<file path="src/rtl/mem_access_unit.sv">
// rtl/mem_access_unit.sv - load/store initiator splitting unaligned accesses into word bus beats
module mem_access_unit #(
  parameter int addrWidth = 32,
  parameter int dataWidth = 32
) (
  input  logic                   clk,
  input  logic                   rstn,
  input  logic                   reqValid,
  output logic                   reqReady,
  input  logic [addrWidth-1:0]   reqAddr,
  input  logic [dataWidth-1:0]   reqWData,
  input  logic [2:0]             reqMemOp,
  input  logic                   reqWe,
  output logic                   respValid,
  input  logic                   respReady,
  output logic [dataWidth-1:0]   respData,
  output logic                   respErr,
  output logic                   memReq,
  input  logic                   memAck,
  output logic                   memWe,
  output logic [addrWidth-1:0]   memAddr,
  output logic [dataWidth-1:0]   memWData,
  output logic [3:0]             memWMask,
  input  logic                   memRValid,
  input  logic [dataWidth-1:0]   memRData
);

  typedef enum logic [2:0] {IDLE, ACC0, RD0, ACC1, RD1, RESP} state_t;

  state_t                 state;
  logic [1:0]             capK;
  logic [2:0]             capOp;
  logic                   capWe;
  logic                   capSplit;
  logic [addrWidth-1:0]   nextAddr;
  logic [dataWidth-1:0]   b1WData;
  logic [3:0]             b1WMask;
  logic [dataWidth-1:0]   w0;

  logic [7:0]             szMask;
  logic [7:0]             laneMask;
  logic [2*dataWidth-1:0] laneData;
  logic                   illegal;
  logic                   split;
  logic [2*dataWidth-1:0] mergeWord;
  logic [2*dataWidth-1:0] shifted;
  logic [dataWidth-1:0]   raw;
  logic [dataWidth-1:0]   loadData;

  // Only IDLE takes requests, and never while reset is held
  assign reqReady = rstn && (state == IDLE);

  // Decode the incoming request into both beats' lane masks and lane-positioned data;
  // the upper half of each 8-lane/64-bit image is what spills into the next word
  always_comb begin
    case (reqMemOp[1:0])
      2'd0:    szMask = 8'h01;
      2'd1:    szMask = 8'h03;
      default: szMask = 8'h0F;
    endcase
    laneMask = szMask << reqAddr[1:0];
    laneData = {{dataWidth{1'b0}}, reqWData} << {reqAddr[1:0], 3'b000};
    illegal  = (reqMemOp[1:0] == 2'b11) || (reqMemOp[2] && reqMemOp[1]);
    split    = |laneMask[7:4];
  end

  // Merge returned words, shift the addressed bytes down, then extend by memOp
  always_comb begin
    mergeWord = (state == RD1) ? {memRData, w0} : {{dataWidth{1'b0}}, memRData};
    shifted   = mergeWord >> {capK, 3'b000};
    raw       = shifted[dataWidth-1:0];
    case (capOp)
      3'd0:    loadData = {{24{raw[7]}}, raw[7:0]};
      3'd1:    loadData = {{16{raw[15]}}, raw[15:0]};
      3'd4:    loadData = {24'd0, raw[7:0]};
      3'd5:    loadData = {16'd0, raw[15:0]};
      default: loadData = raw;
    endcase
  end

  // Request/beat/response sequencer; all bus and response outputs are registered here
  always_ff @(posedge clk) begin
    if (!rstn) begin
      state     <= IDLE;
      capK      <= '0;
      capOp     <= '0;
      capWe     <= 1'b0;
      capSplit  <= 1'b0;
      nextAddr  <= '0;
      b1WData   <= '0;
      b1WMask   <= '0;
      w0        <= '0;
      memReq    <= 1'b0;
      memWe     <= 1'b0;
      memAddr   <= '0;
      memWData  <= '0;
      memWMask  <= '0;
      respValid <= 1'b0;
      respData  <= '0;
      respErr   <= 1'b0;
    end else begin
      case (state)
        IDLE: if (reqValid) begin
          capK     <= reqAddr[1:0];
          capOp    <= reqMemOp;
          capWe    <= reqWe;
          capSplit <= split;
          nextAddr <= {reqAddr[addrWidth-1:2], 2'b00} + 4;
          b1WData  <= reqWe ? laneData[2*dataWidth-1:dataWidth] : '0;
          b1WMask  <= reqWe ? laneMask[7:4] : 4'd0;
          if (illegal) begin
            respValid <= 1'b1;
            respErr   <= 1'b1;
            respData  <= '0;
            state     <= RESP;
          end else begin
            memReq   <= 1'b1;
            memWe    <= reqWe;
            memAddr  <= {reqAddr[addrWidth-1:2], 2'b00};
            memWData <= reqWe ? laneData[dataWidth-1:0] : '0;
            memWMask <= reqWe ? laneMask[3:0] : 4'd0;
            state    <= ACC0;
          end
        end
        ACC0: if (memAck) begin
          if (capWe && capSplit) begin
            // Store second beat goes out back-to-back; no read to wait for
            memAddr  <= nextAddr;
            memWData <= b1WData;
            memWMask <= b1WMask;
            state    <= ACC1;
          end else if (capWe) begin
            memReq    <= 1'b0;
            respValid <= 1'b1;
            respData  <= '0;
            state     <= RESP;
          end else begin
            memReq <= 1'b0;
            state  <= RD0;
          end
        end
        RD0: if (memRValid) begin
          w0 <= memRData;
          if (capSplit) begin
            memReq   <= 1'b1;
            memWe    <= 1'b0;
            memAddr  <= nextAddr;
            memWData <= '0;
            memWMask <= 4'd0;
            state    <= ACC1;
          end else begin
            respValid <= 1'b1;
            respData  <= loadData;
            state     <= RESP;
          end
        end
        ACC1: if (memAck) begin
          memReq <= 1'b0;
          if (capWe) begin
            respValid <= 1'b1;
            respData  <= '0;
            state     <= RESP;
          end else begin
            state <= RD1;
          end
        end
        RD1: if (memRValid) begin
          respValid <= 1'b1;
          respData  <= loadData;
          state     <= RESP;
        end
        RESP: if (respReady) begin
          respValid <= 1'b0;
          respData  <= '0;
          respErr   <= 1'b0;
          memWe     <= 1'b0;
          memWData  <= '0;
          memWMask  <= 4'd0;
          state     <= IDLE;
        end
        default: state <= IDLE;
      endcase
    end
  end

endmodule

</file>
<file path="config.mk">
export PLATFORM = sky130hd
export DESIGN_NAME = mem_access_unit
export DESIGN_NICKNAME = d
export VERILOG_FILES = /design/src/rtl/mem_access_unit.sv
export SDC_FILE = /design/constraint.sdc
export NUM_CORES = 1
export LEC_CHECK = 0
export ABC_AREA = 1
export CORE_MARGIN = 1
export CORE_UTILIZATION = 53
export CTS_CLUSTER_DIAMETER = 120
export DETAILED_ROUTE_END_ITERATION = 16
export PLACE_DENSITY = 0.86
export SETUP_SLACK_MARGIN = 0.2
export SYNTH_ARGS = -nofsm -noshare
export SYNTH_HDL_FRONTEND = slang
export SYNTH_SLANG_ARGS = --single-unit
export TNS_END_PERCENT = 5
</file>
<file path="constraint.sdc">
create_clock -name clk -period 2.4 [get_ports clk]
set_clock_uncertainty 0.15 [all_clocks]
set_input_delay 0.36 -clock clk [delete_from_list [all_inputs] [get_ports clk]]
set_output_delay 0.36 -clock clk [all_outputs]
set_load 0.01 [all_outputs]
</file>
==> qor.txt <==
Insertion delay to the later sink of the worst-skew pair - 510 ps
Initial antenna violation count - 0
Area leader, netlist - dfxtp_1
Share of flip-flops with an asynchronous set or reset - 0
Max-Cap Viols - 0
Worst-path maximum fanout - 6
Largest net degree at the start of global routing - 91
Ports - 211
Final Hold Vio Count - 0
Critical Path RT - 1890 ps
CTS Buffer Depth - 3
Routed metal-1 wirelength - 16.2 mm
Worst EP arrival - 1700 ps
Num rows - 53
Synth Flop Type - dfxtp_1
Share of the synthesized area in the top cell type - 0.356
Post-synthesis cell type count - 43
Post-CTS Setup Inserts - 0
EDFF count, synth - 0
RSZ-0062 raised after global routing - true
Worst R2R End - memWData[17]
Critical path class - reg2out
Sw power - 6.57 mW
Total track usage - 0.352
Starting Density - 0.540
Met3 wire length - 3.99 mm
Slowest stage delay, CP - 370 ps
Slowest CP cell - dfxtp_2
Die ar. - 21900 um2
Clk sinks - 201
Residual DRC count - 0
Vias/cell - 5.66
Hold Path Class - reg2reg
Hold-critical path depth - 2
R2R depth - 10
Fraction of layout cells with a size suffix above 1 - 0.0843
Lkg Pwr - 6.53 nW
Most frequent cells in the layout - nand2_1, clkdlybuf4s50_1, nand3_1
Final ANT Viol Nets - 0
Slack of the worst reg-to-reg path - 260 ps
Synth warn - 0
Layout Nets - 2143
Crit path launch - state[0]
Antenna cell count - 0
Maximum vdd drop - 0.000756 V
Clock network fraction of total power - 0.234
Critical R2R Launch - state[1]
Final Non-Filler Cells - 2326
Via count - 13.2k
Reg power frac - 0.289
Worst setup SP type - flop
Core ar. - 21000 um2
PortBufs - 208
Worst-margin pin slew - 1050 ps
Final WS setup - 189 ps
Mapped Avg Cell Area - 6.22 um2
Pint - 9.29 mW
CTS tree - done
#FFs+latches synth - 201
Slew HR - 0.302
Gate power share - 0.476
DRT iter0 DRCs - 1323
Critical path's top delay family - simple AND/OR/NAND/NOR gates
CP endpoint kind - output port
Die Wd - 148 um
Drt wl/cell - 16.9 um
First-pass DRT Iterations - 8
Clk root buf - clkbuf_16
H-tree levels - 1
Vias in the first global route - 12.0k
Critical Path Stages - 4
Die Y-Extent - 148 um
Crit path cell chain - nor2_4 > nand2_4 > nor2_2 > dlygate4sd2_1
Met2 WL - 17.8 mm
First-pass GRT wire length - 61.9 mm
Post-Synthesis Cell Area - 11300 um2
Outcome - finished, final reports clean
Fillers - 1873
Clock Pin Slew Worst Setup and Hold Paths - 60 ps
Most common cell after layout, fill and taps aside - nand2_1
Area grow syn2layout - 31.8%
Num CTS Buffers - 22
Top post-synthesis cells by area - dfxtp_1, nand2_1, nand3_1
Power per standard cell area - 1060 nW/um2
Final Routed Wirelength - 39.4 mm
Final Setup Violations - 0
Placed Cells - 2287
Worst slack, placed - -53.3 ps
Post-DP HPWL - 28.1 mm
Total global routing overflow - 0
Final Max Slew Viols - 0
Min Tclk post-route - 2210 ps
Final Wtd Congestion - 0.986
WP buf/inv - 1
Fmax - 452 MHz
Final worst-path cycle share - 0.921
Post-Syn Instances - 1819
Switching share of power - 0.414
Max Used Layer - met4
Register area share after synthesis - 0.356
CP Capture Point - reqReady
## worst min-delay path, delay by kind of cell (launching register included)
| kind | cells | cell delay [ps] |
|---|---|---|
| AO/OA/AOI/OAI | 1 | 50 |
| flip-flops | 1 | 300 |
| buffers and inverters | 1 | 60 |
## synthesized netlist by cell type, drive strengths merged (2+ instances only)
cell	count
clkinv	2
o2111ai	9
o22ai	8
a21oi	146
o21bai	7
buf	52
nand2	494
nor4	6
xor2	9
nand3	206
dfxtp	201
o21a	7
o211ai	17
a211oi	5
nor3	15
clkbuf	62
nand4	10
o31ai	2
nor2	191
inv	193
nor3b	3
o211a	2
o21ai	160
a31oi	7
## worst min path at each step
stage	start	end	slack, ps
floorplan	b1WMask[1]	b1WMask[1]	280
global placement	respValid	respValid	290
detailed placement	w0[0]	w0[0]	300
CTS	w0[0]	w0[0]	310
global route	respErr	respErr	320
finish	w0[7]	w0[7]	300
## flip-flops by register name, indices dropped and copies added, names as in the netlist, 3 cells and up
name,cells
memWData,32
respData,32
w0,32
memAddr,30
nextAddr,30
b1WData,24
memWMask,4
b1WMask,3
capOp,3
state,3
## power groups by stage
stage / logic [mW] / registers (mW) / clock network [mW]
after global placement: 7.24 / 4.62 / 0
after CTS: 7.45 / 4.58 / 3.73
after detailed placement: 7.38 / 4.64 / 0
after global routing: 8.24 / 4.67 / 3.87
final: 7.55 / 4.59 / 3.72
after floorplan: 4.46 / 4.72 / 0
## repair_timing
item,4_1_cts,5_1_grt
hold buffers,0,0
endpoints found under the setup margin,16,54
resized for setup,5,8
## stage by stage
step / hold WS [ps] / util / cell area (um2) / setup TNS (ps) / power (mW)
3_5_place_dp: 298 / 0.673 / 14100 / -941 / 12.0
5_1_grt: 323 / 0.712 / 14900 / 0 / 16.8
4_1_cts: 307 / 0.711 / 14900 / 0 / 15.8
3_3_place_gp: 285 / 0.673 / 14100 / 0 / 11.9
6_report: 304 / 0.712 / 14900 / 0 / 15.9
2_1_floorplan: 276 / - / 11300 / 0 / 9.18
## routing by layer
metal  track usage  up-vias
met2         0.577      758
met4         0.121        0
met5             0        -
met3        0.0485      107
li1              -     6333
met1         0.476     5956
## cell type report
type / count / area (um2) / share of cell area
Clock buffer: 28 / 624 / 0.0419
Clock inverter: 11 / 169 / 0.0113
Inverter: 195 / 732 / 0.0491
Multi-Input combinational cell: 1310 / 6060 / 0.407
Sequential cell: 201 / 4030 / 0.270
Tap cell: 275 / 344 / 0.0231
Timing Repair Buffer: 306 / 2950 / 0.198
## logic make-up after synthesis
logic type      Yosys count  share of synthesized area
buf+inv                 309                      0.111
xor+xnor                  9                    0.00697
fa+ha+maj                 1                    0.00111
simple gates            926                      0.346
other cells               1                   0.000331
flops                   201                      0.356
mux                       1                   0.000995
compound gates          371                      0.178
Power figures use the tool's default switching activity.
==> RTL change 1: new RTL, config.mk and constraints unchanged <==
Make the reset (`rstn`) asynchronous in one clocked block.
--- a/src/rtl/mem_access_unit.sv
+++ b/src/rtl/mem_access_unit.sv
@@ -80,5 +80,5 @@
 
   // Request/beat/response sequencer; all bus and response outputs are registered here
-  always_ff @(posedge clk) begin
+  always_ff @(posedge clk or negedge rstn) begin
     if (!rstn) begin
       state     <= IDLE;
Behaviour: differs if rstn is asserted again (counterexample within 4 cycles, from zero or initial values and one cycle with rstn low); with rstn held inactive, the same outputs for 4 cycles.
==> RTL change 1 against the original RTL <==
  * Sequential cell count stayed put
  * Critical path depth is 1 higher
  * Wire length is 12% lower
  * Hold slack worse by 0.0052 ns
  * Design area is 1.5% lower
  * Area after synthesis is 1.3% lower
  * Power is 19% higher
  * First-iteration DRC count is 17% lower
  * Register-to-register slack worse by 0.03 ns
  * Worst setup slack better by 0.031 ns
  * Largest cell class unchanged
==> RTL change 1: results (changes against the original RTL) <==
{| class="wikitable"
! Metric !! Value
|-
| Outcome || complete, no violations
|-
| GRT Total Usage || 30.73% (-4.5 points)
|-
| Number of H-tree branching levels || 1 (unchanged)
|-
| Synthesis warning total || 0 (unchanged)
|-
| Number of cells after detailed placement || 1,960 (-14%)
|-
| Number of cells on the worst reg-to-reg path || 12 (+2)
|-
| Top post-synthesis cells by area || dfrtp_1 45%, nand2_1 16%, o21ai_0 6.9%
|-
| Number of distinct standard cells referenced by the synthesized netlist || 46 (+7.0%)
|-
| Number of global-route vias before repair || 10,440 (-13%)
|-
| Layout cell share with drive strength beyond 1 || 8.568% (+0.13 points)
|-
| Wire length of the first global-routing pass || 53,110 um (-14%)
|-
| Data arrival time at the worst-slack endpoint || 1.67 ns (-0.03 ns)
|-
| Synthesized-area fraction occupied by adder cells || 0.1120% (+0.0015 points)
|-
| Fin Hold WS || 0.2985 ns (-0.005188 ns)
|-
| Slowest cell on the critical path || dfrtp_2
|-
| R2R setup slack || 0.23 ns (-0.03 ns)
|-
| Drt first-iter violations || 1,101 (-17%)
|-
| Min-Delay Path Depth || 3 (+1)
|-
| Worst slack, placed || 0.04668 ns (+0.1000 ns)
|-
| Post-place instance area || 13,670 um^2 (-3.1%)
|-
| Slew margin rel. || 37.51% (+7.3 points)
|-
| Compound-cell area share of the yosys netlist || 16.31% (-1.5 points)
|-
| Number of vias per cell || 5.696 (+0.72%)
|-
| Post-synthesis sequential area ratio || 45.04% (+9.5 points)
|-
| Max clock buf depth || 3 (unchanged)
|-
| Routed wire length || 34,620 um (-12%)
|-
| Share of synthesized area spent on multiplexers || 0.7171% (+0.62 points)
|-
| Hold Path Sink || w0[28]
|-
| Leakage power of the design || 0.006888 uW (+5.4%)
|-
| Avg Synthesized Cell Area || 7.386 um^2 (+19%)
|-
| RR Endpoint || memAddr[16]
|-
| Filler Cells Inserted || 1,576 (-16%)
|-
| Detailed-router iteration count before antenna repair || 5 (-3)
|-
| Share of async-settable or async-resettable flops after synthesis || 100.0% (+100 points)
|-
| Largest net degree at the start of global routing || 131 (+44%)
|-
| Placer Congestion || 0.9454 (-4.1%)
|-
| Launch instance of the worst min-delay path || memRData[28]
|-
| Min-Delay Path Class || input pin to flip-flop
|-
| Number of nets at the end of the flow || 1,832 (-15%)
|-
| Worst flop-to-flop path startpoint || state[1]
|-
| Largest stage delay on the critical path || 0.46 ns (+0.09 ns)
|}
==> RTL change 1: repair_timing <==
item / in CTS / in global routing
hold buffers: 1 / 0
cloned: 0 / 6
endpoints found under the setup margin: 47 / 93
setup buffers: 1 / 3
hold endpoints to repair: 130 / 0
resized for setup: 2 / 21
pin swaps: 1 / 5
==> RTL change 1: cell families after synthesis <==
group,count (synthesis)
AO/OA/AOI/OAI,332
flip-flops,201
adder cells (fa/ha/maj),1
AND/OR/NAND/NOR,739
multiplexers,8
XOR/XNOR,23
other,1
buffers and inverters,207
==> RTL change 1: how the worst max path moves through the flow <==
stage | startpoint | endpoint | slack [ns] | depth (start not counted)
final | state[0] | reqReady | 0.22 | 5
after global routing | state[1] | memAddr[31] | 0.14 | 12
after CTS | state[0] | memWData[24] | 0.18 | 10
after detailed placement | memRValid | respData[26] | 0.05 | 9
after global placement | memRValid | respData[22] | 0.11 | 9
after floorplan | state[2] | memWData[6] | 0.53 | 11
==> RTL change 1: routing by layer <==
layer / up-vias / share of wire (%) / GRT usage [%]
met4: 0 / 3.6 / 11.08
met1: 5384 / 40 / 41.24
li1: 5373 / - / -
met3: 104 / 8.6 / 4.379
met2: 582 / 48 / 50.75
met5: - / 0 / 0
==> RTL change 1: where the power goes <==
group / leakage [uW] / switching, uW / internal, uW
Sequential: 0.00254 / 824 / 4820
Clock: 0.000379 / 1400 / 2300
Combinational: 0.00397 / 5770 / 3790
==> RTL change 1: layout make-up <==
type,instances,area share (%)
Clock inverter,6,0.9031
Clock buffer,32,4.422
Multi-Input combinational cell,1108,36.56
Inverter,122,3.229
Sequential cell,201,34.27
Tap cell,270,2.300
Timing Repair Buffer,270,18.32
==> RTL change 2: new RTL, config.mk and constraints unchanged <==
Without the edit above. Put one more register stage on the output `respErr`, without a reset. The value now appears one clock later. The other outputs are not delayed to match.
--- a/src/rtl/mem_access_unit.sv
+++ b/src/rtl/mem_access_unit.sv
@@ -27,4 +27,6 @@
 
   typedef enum logic [2:0] {IDLE, ACC0, RD0, ACC1, RD1, RESP} state_t;
+
+  logic respErr_s0;
 
   state_t                 state;
@@ -98,5 +100,5 @@
       respValid <= 1'b0;
       respData  <= '0;
-      respErr   <= 1'b0;
+      respErr_s0 <= 1'b0;
     end else begin
       case (state)
@@ -111,5 +113,5 @@
           if (illegal) begin
             respValid <= 1'b1;
-            respErr   <= 1'b1;
+            respErr_s0 <= 1'b1;
             respData  <= '0;
             state     <= RESP;
@@ -173,5 +175,5 @@
           respValid <= 1'b0;
           respData  <= '0;
-          respErr   <= 1'b0;
+          respErr_s0 <= 1'b0;
           memWe     <= 1'b0;
           memWData  <= '0;
@@ -184,4 +186,8 @@
   end
 
+  always_ff @(posedge clk) begin
+    respErr <= respErr_s0;
+  end
+
 endmodule
 
Formal check against the unedited RTL: not equivalent (Yosys sat finds a counterexample within 4 cycles, from zero or initial values and one cycle with rstn low).
==> RTL change 2 against the original RTL <==
  * Area after synthesis fell by 0.94%
  * Wire length fell by 2.7%
  * Via count fell by 3.8%
  * Power rose by 8.2%
  * Non-clock buffer count fell by 16
  * Design area fell by 2.5%
  * Count of clock-buffer cells in the layout rose by 4
  * Sequential cell count rose by 1
  * Worst setup slack improved by 0.10 ns
  * Largest power group unchanged
==> RTL change 2: results (changes against the original RTL) <==
{| class="wikitable"
! Metric !! Value
|-
| GRT Total Usage || 34.54% (-0.71 points)
|-
| Post-place instance area || 13,800 um^2 (-2.1%)
|-
| VDD IR-drop max || 835.0 uV (+10%)
|-
| Top Family by Delay on Critical Path || buffers and inverters
|-
| Number of cells after detailed placement || 2,168 (-5.2%)
|-
| Detailed-router iteration count before antenna repair || 6 (-2)
|-
| Compound-cell area share of the yosys netlist || 20.29% (+2.5 points)
|-
| Maximum clock frequency || 0.4740 GHz (+4.8%)
|-
| Filler Cells Inserted || 1,767 (-5.7%)
|-
| Top post-synthesis cells by area || dfxtp_1 36%, nand2_1 13%, nand3_1 8.8%
|-
| Share of synthesized area spent on multiplexers || 0.5469% (+0.45 points)
|-
| Outcome || complete, no violations
|-
| Synthesized-area fraction occupied by adder cells || 0.1116% (+0.0010 points)
|-
| XOR/XNOR Fraction of Synth Area || 0.7813% (+0.085 points)
|-
| Slew at the pin closest to its max-slew limit || 1.004 ns (-0.04246 ns)
|-
| Number of global-route vias before repair || 11,926 (-1.0%)
|-
| Post-synthesis sequential area ratio || 36.08% (+0.52 points)
|-
| Data arrival time at the worst-slack endpoint || 1.60 ns (-0.10 ns)
|-
| Leakage power of the design || 0.006098 uW (-6.7%)
|-
| Post-synth top cells || 384 x nand2_1, 202 x dfxtp_1, 196 x nand3_1
|-
| Drt first-iter violations || 1,079 (-18%)
|-
| Wire length of the first global-routing pass || 60,160 um (-2.9%)
|-
| Number of nets at the end of the flow || 2,032 (-5.2%)
|-
| Largest net degree at the start of global routing || 116 (+27%)
|-
| Avg Synthesized Cell Area || 6.483 um^2 (+4.2%)
|-
| Layout cell share with drive strength beyond 1 || 9.039% (+0.60 points)
|-
| Via total after detailed routing || 12,651 (-3.8%)
|}
==> RTL change 2: cell type report <==
| type | count | area, um^2 | share of cell area (%) |
|---|---|---|---|
| diodes | 1 | 2.502 | 0.01720 |
| clock buffers | 32 | 639.4 | 4.395 |
| clock inverters | 3 | 67.56 | 0.4644 |
| inverters | 149 | 564.3 | 3.879 |
| multi-input cells | 1260 | 6021 | 41.39 |
| flip-flops and latches | 202 | 4048 | 27.82 |
| well taps | 270 | 337.8 | 2.322 |
| repair buffers | 290 | 2868 | 19.71 |
==> RTL change 2: per-stage QoR <==
stage                     total power [uW]  utilization (%)  hold WS, ns  setup slack, ns
after floorplan                      10190                -       0.1813           0.5458
after global placement               13370            67.32       0.2242         -0.02642
after detailed placement             13530            67.32       0.2215          -0.1040
after CTS                            17080            70.90       0.1571           0.2084
after global routing                 18200            70.97       0.2095           0.1764
final                                17160            70.98       0.1831           0.2902
==> RTL change 2: cells by family after synthesis <==
family,after synthesis
AOI/OAI and AO/OA,427
xor gates and xnor gates,10
adders and majority gates,1
buffers and inverters,268
DFF,202
muxes,6
other,1
and+or+nand+nor,814
==> RTL change 2: power by group through the flow <==
stage | Combinational (uW) | Clock (uW) | Sequential [uW]
finish | 8800 | 3420 | 4940
detailed placement | 8560 | 0 | 4970
global placement | 8410 | 0 | 4950
CTS | 8690 | 3460 | 4930
global route | 9570 | 3600 | 5030
floorplan | 5070 | 0 | 5120
==> RTL change 2: metal layers <==
metal,part of all wire (%),vias to the layer above,GRT usage [%]
li1,-,6094,-
met4,5.3,0,19.95
met3,8.9,131,5.370
met5,0,-,0
met1,39,5771,42.69
met2,47,655,57.22
==> RTL change 2: final timing paths <==
path | cells past startpoint | slack (ns) | start | end
worst max-delay path | 6 | 0.29 | state[0] | reqReady
worst min-delay path | 3 | 0.18 | reqAddr[0] | capK[0]
worst max register to register | 10 | 0.30 | state[0] | respData[22]
worst min register to register | 0 | 0.23 | respErr_s0 | respErr
==> RTL change 2: worst reg2reg max path, stage by stage (launching register included) <==
cell and delay (ns):
dfxtp_2 0.37, nor2_4 0.27, buf_4 0.31, nand3_1 0.14
nand3_1 0.10, nand2_1 0.09, o21ai_1 0.26, inv_1 0.07
nor2_1 0.09, nand2_1 0.06, a21oi_1 0.12
==> RTL change 2: repair_timing <==
item | in CTS | in global routing
pin swaps | 1 | 1
setup endpoints to repair | 1 | 78
hold endpoints to repair | 0 | 0
buffers inserted | 2 | 1
resized for setup | 7 | 3
